File: config.mk
export PLATFORM = sky130hd
export DESIGN_NAME = wb_regfile
export DESIGN_NICKNAME = d
export VERILOG_FILES = /design/src/rtl/wb_regfile_pkg.sv /design/src/rtl/wb_regfile_wb_mux.sv /design/src/rtl/wb_regfile.sv
export SDC_FILE = /design/constraint.sdc
export NUM_CORES = 2
export LEC_CHECK = 0
export CAP_MARGIN = 20
export CORE_ASPECT_RATIO = 0.7
export CORE_UTILIZATION = 40
export DETAILED_ROUTE_END_ITERATION = 8
export SYNTH_ARGS = -nofsm -noshare
export SYNTH_HDL_FRONTEND = slang
export SYNTH_SLANG_ARGS = --single-unit
File: constraint.sdc
create_clock -name clk -period 2.86 [get_ports clk]
set_input_delay 0.572 -clock clk [delete_from_list [all_inputs] [get_ports clk]]
set_output_delay 0.572 -clock clk [all_outputs]
set_load 0.02 [all_outputs]
File: src/rtl/wb_regfile_pkg.sv
// Shared constants and helpers for the writeback register file.
// Replaces the legacy defines: datapath width, register address width, zero register.
// Optional feature REGFILE_BYPASS_EN is selected per build in wb_regfile.sv.
package wb_regfile_pkg;

    localparam int WIDTH      = 32;
    localparam int REG_ADDR_W = 5;
    localparam int CNT_W      = 32;

    localparam logic [REG_ADDR_W-1:0] REG_ZERO = 5'd0;

    // A writeback commits only when enabled and not aimed at the hardwired zero register.
    function automatic logic commit_ok(input logic                  we,
                                       input logic [REG_ADDR_W-1:0] addr);
        return we && (addr != REG_ZERO);
    endfunction

endpackage

File: src/rtl/wb_regfile_wb_mux.sv
// 2:1 writeback select: load data when sel=1, ALU result otherwise.
// Latency: zero (combinational).
// Backpressure: none; pure datapath.
module wb_mux #(
    parameter int DATA_W = 32
) (
    input  logic              sel,
    input  logic [DATA_W-1:0] alu_dat,
    input  logic [DATA_W-1:0] load_dat,
    output logic [DATA_W-1:0] result
);

    assign result = sel ? load_dat : alu_dat;

endmodule

File: src/rtl/wb_regfile.sv
// Writeback-stage register file: 32 GPRs (r0 hardwired zero), two async read ports, commit counter.
// Latency: write lands on the rising clk edge; reads and wb_result are combinational.
// Backpressure: none; one writeback accepted per cycle. REGFILE_BYPASS_EN adds write-through reads.
module wb_regfile
    import wb_regfile_pkg::*;
#(
    parameter int DATA_W = WIDTH,
    parameter int ADDR_W = REG_ADDR_W,
    parameter int DEPTH  = 32
) (
    input  logic              clk,
    input  logic              rst,
    input  logic              regwrite_wb,
    input  logic              memtoreg_wb,
    input  logic [DATA_W-1:0] aluout_wb,
    input  logic [DATA_W-1:0] readdata_wb,
    input  logic [ADDR_W-1:0] regaddr_wb,
    input  logic [ADDR_W-1:0] rs_addr,
    input  logic [ADDR_W-1:0] rt_addr,
    output logic [DATA_W-1:0] rs_data,
    output logic [DATA_W-1:0] rt_data,
    output logic [DATA_W-1:0] wb_result,
    output logic [CNT_W-1:0]  wb_count
);

    logic [DATA_W-1:0] regs [DEPTH];
    logic [CNT_W-1:0]  cnt_q;
    logic              commit;

    wb_mux #(.DATA_W(DATA_W)) u_wb_mux (
        .sel      (memtoreg_wb),
        .alu_dat  (aluout_wb),
        .load_dat (readdata_wb),
        .result   (wb_result)
    );

    assign commit = commit_ok(regwrite_wb, regaddr_wb);

    always_ff @(posedge clk or negedge rst) begin
        if (!rst) begin
            for (int i = 0; i < DEPTH; i++) begin
                regs[i] <= '0;
            end
            cnt_q <= '0;
        end else if (commit) begin
            regs[regaddr_wb] <= wb_result;
            cnt_q            <= cnt_q + 1'b1;
        end
    end

    assign wb_count = cnt_q;

`ifdef REGFILE_BYPASS_EN
    // Write-through: a reader of the register being committed sees the new value this cycle.
    always_comb begin
        rs_data = regs[rs_addr];
        rt_data = regs[rt_addr];
        if (commit && (regaddr_wb == rs_addr)) rs_data = wb_result;
        if (commit && (regaddr_wb == rt_addr)) rt_data = wb_result;
        if (rs_addr == REG_ZERO) rs_data = '0;
        if (rt_addr == REG_ZERO) rt_data = '0;
    end
`else
    always_comb begin
        rs_data = regs[rs_addr];
        rt_data = regs[rt_addr];
        if (rs_addr == REG_ZERO) rs_data = '0;
        if (rt_addr == REG_ZERO) rt_data = '0;
    end
`endif

endmodule

==> results by group <==
Run status
  • Status: finished, violations left
  • Failing checks: setup timing

Worst setup path
  • Startpoint Class: flip-flop
  • Worst-path fanout max: 2
  • Worst setup path class: reg -> out
  • WP data arrival: ~2.6 ns
  • Nature of the critical path endpoint: primary output
  • WP data required: around 2.3 ns

STA
  • Setup TNS: -9.34 ns
  • Final worst path period share: 111%
  • Max Clk Rate: 316 MHz
  • Tmin final: 3.17 ns
  • Final setup fails: 63
  • Skew final: a little over 0.007 ns
  • RSZ-0062 raised after global routing: yes
  • Setup WS post-layout: -0.307 ns
  • Final Max Tran Viols: 0
  • Worst relative slew slack: 31.6%
  • Measured slew at the worst slew-check pin: 1.02 ns
  • Fin. Hold Viols: 0

Place
  • PortBufs: 210
  • Final HPWL DP: 133000 µm
  • GPL Wtd Cong: 0.897

Worst hold path
  • Hold WC Path Type: in -> async

Logic synthesis
  • EDFF count, synth: 0
  • Mapped Area: 54700 µm²
  • Share of the synthesized area in the top cell type: 48.3%
  • FF+latch count, synth: 1056
  • Top cells by area, synth: dfrtp_1 48%, mux4_2 18%, a21oi_1 4.7%, o21ai_0 4.1%, nand2_1 4.1%
  • Synthesized instance count: a little under 5000
  • Mean Syn Cell Area: around 11 µm²
  • Synth cell count leaders: 1056 x dfrtp_1, 593 x nand2_1, 517 x nor2_1
  • Fraction of registers with async set/reset: 100%
  • Seq/Total Area, Yosys: 48.3%
  • Cell taking the most area after synthesis: dfrtp_1
  • Top-count cell post-synth: dfrtp_1
  • Top_reg_cell synth: dfrtp_1
  • Ys Warns: 0
  • Unique masters post-synth: 50
  • Syn Nets: 5019

Clocking
  • TritonCTS clock tree: yes
  • Sink Count: 1056
  • CTS H-tree lvls: 3
  • Total CTS buffers: 111
  • Root Buffer: clkbuf_16
  • Skew-Pair Late Insertion Delay: between 0.7 and 0.8 ns
  • CTS max path bufs: 3
  • Worst-path clk slew: 0.06 ns

Cells and area
  • Share of cells above drive strength 1: 32.0%
  • Nets: between 5000 and 6000
  • Fin util: 51.7%
  • Area growth, synth to finish: 28.2%
  • Fillers: ~12000

Global route
  • Total gr overflow: 0
  • Global-route wire length before repair: 310000 µm
  • Initial antenna violation count: 4
  • GRT Overall Usage: 30.5%
  • Vias in the first global route: 43300
  • Largest net degree at the start of global routing: approximately 110

Die
  • Die Y: between 300 and 400 µm
  • Core area: between 100000 and 150000 µm²
  • Initial Util: roughly 40%
  • Chip width: about 440 µm
  • Rows: 113
  • Full die area: roughly 140000 µm²
  • # IOs: 211

Power
  • P per Cell Area: 688 nW/µm²
  • Peak supply drop: approximately 0.56 mV
  • Leak pwr: 29.7 nW

Routing
  • WL/cell: 29.3 µm
  • DRT iter0 DRCs: 5224
  • Number of iterations in the first detailed-routing pass: 6
  • DRC: 0
  • Final antenna-violating net count: 0
  • Routed vias/inst: 6.21
  • Via count: between 40000 and 50000
  • Routed wire length: 212000 µm

Flow run
  • Max-cap violations: 0
## power breakdown
group          internal (W)  switching [W]  total [W]
sequential           0.0181        0.00269     0.0208
clock               0.00871        0.00646     0.0152
combinational       0.00637        0.00592     0.0123
total                0.0332         0.0151     0.0482
## registers in the layout, summed over array words and instances, names as in the netlist
name      cells
regs       1024
wb_count     32
## worst paths after layout
path	from	endpoint	slack (ns)	cells past startpoint
setup / recovery	regs[688]	rt_data[16]	-0.31	7
hold / removal	rst	regs[747]	0.31	2
setup reg to reg	wb_count[0]	wb_count[28]	0.67	5
hold reg to reg	regs[1017]	regs[1017]	0.39	0
max in group asynchronous	rst	regs[332]	1.45	4
min in group clk	regs[1017]	regs[1017]	0.39	0
## layer usage
metal  routed length [µm]  up-vias  part of all wire, %  track usage, %
li1                     -    18700                    -               -
met1                87500    22900                   41            43.8
met2                91500     2668                   43            44.2
met3                21900      539                   10            7.04
met4                10800        4                  5.1            13.3
met5                   29        -                0.014          0.0690
## stage by stage
step | instances | instance area, µm² | total power, W | setup WS (ns) | hold slack [ns]
after CTS | 7173 | 68900 | 0.0476 | -0.269 | 0.295
final | 7215 | 70100 | 0.0482 | -0.307 | 0.309
after global routing | 7213 | 70100 | 0.0502 | -0.350 | 0.328
after global placement | 6875 | 61700 | 0.0311 | -1.17 | 0.376
after detailed placement | 6876 | 61700 | 0.0316 | -1.11 | 0.384
after floorplan | 4935 | 54700 | 0.0272 | 0.128 | 0.276
## critical path: stages, from the launching register on
cell and delay (ns):
dfrtp_1 0.41, buf_6 0.13, mux4_2 0.47, mux2_4 0.29
o21ai_4 0.13, a311oi_2 0.05, buf_4 0.22, buf_6 0.14
## what timing repair did
item                                   4_1_cts  5_1_grt
hold buffers                                 1        0
resized for setup                          597      172
setup buffers                               79       46
cloned                                      22        3
endpoints found under the hold margin       24        0
pin swaps                                   73       62
setup endpoints to repair                   64       64
## kinds of logic (layout without fill, tap and decap cells)
group	Yosys count	count (layout)	share of synthesized area [%]
AOI/OAI and AO/OA	1332	1332	13.7
and+or+nand+nor	1267	1267	9.60
DFF	1056	1056	48.3
muxes	673	673	22.7
buffers and inverters	575	1069	5.17
xor gates and xnor gates	31	31	0.496
adders and majority gates	1	1	0.0229
other	0	4	0
## layout make-up
cell class / count / area, µm² / share of cell area, %
multi-input combinational: 3304 / 28000 / 39.9
sequential: 1056 / 26400 / 37.7
inverter: 36 / 143 / 0.203
clock inverter: 47 / 593 / 0.846
clock buffer: 157 / 3170 / 4.52
timing repair buffer: 829 / 9540 / 13.6
antenna: 4 / 10.0 / 0.0143
tap: 1782 / 2230 / 3.18
## cell usage in the layout, fill, tap and decap left out, drive strengths merged, types with 6 or more instances in the layout
cell type      count
mux4             448
bufinv            11
nand2b             9
clkinv            28
nor2b             68
a22oi             64
o21ai            561
dfrtp           1056
o2111ai           47
nand3             17
a221oi            17
nand2            593
a211oi            65
a311oi            64
inv               38
xnor2             29
clkinvlp           6
clkbuf           160
buf              685
clkdlybuf4s50    134
a21oi            513
mux2              65
nor2             536
nand4             14
mux2i            160
Note: power is estimated with default switching activity, not from simulation.
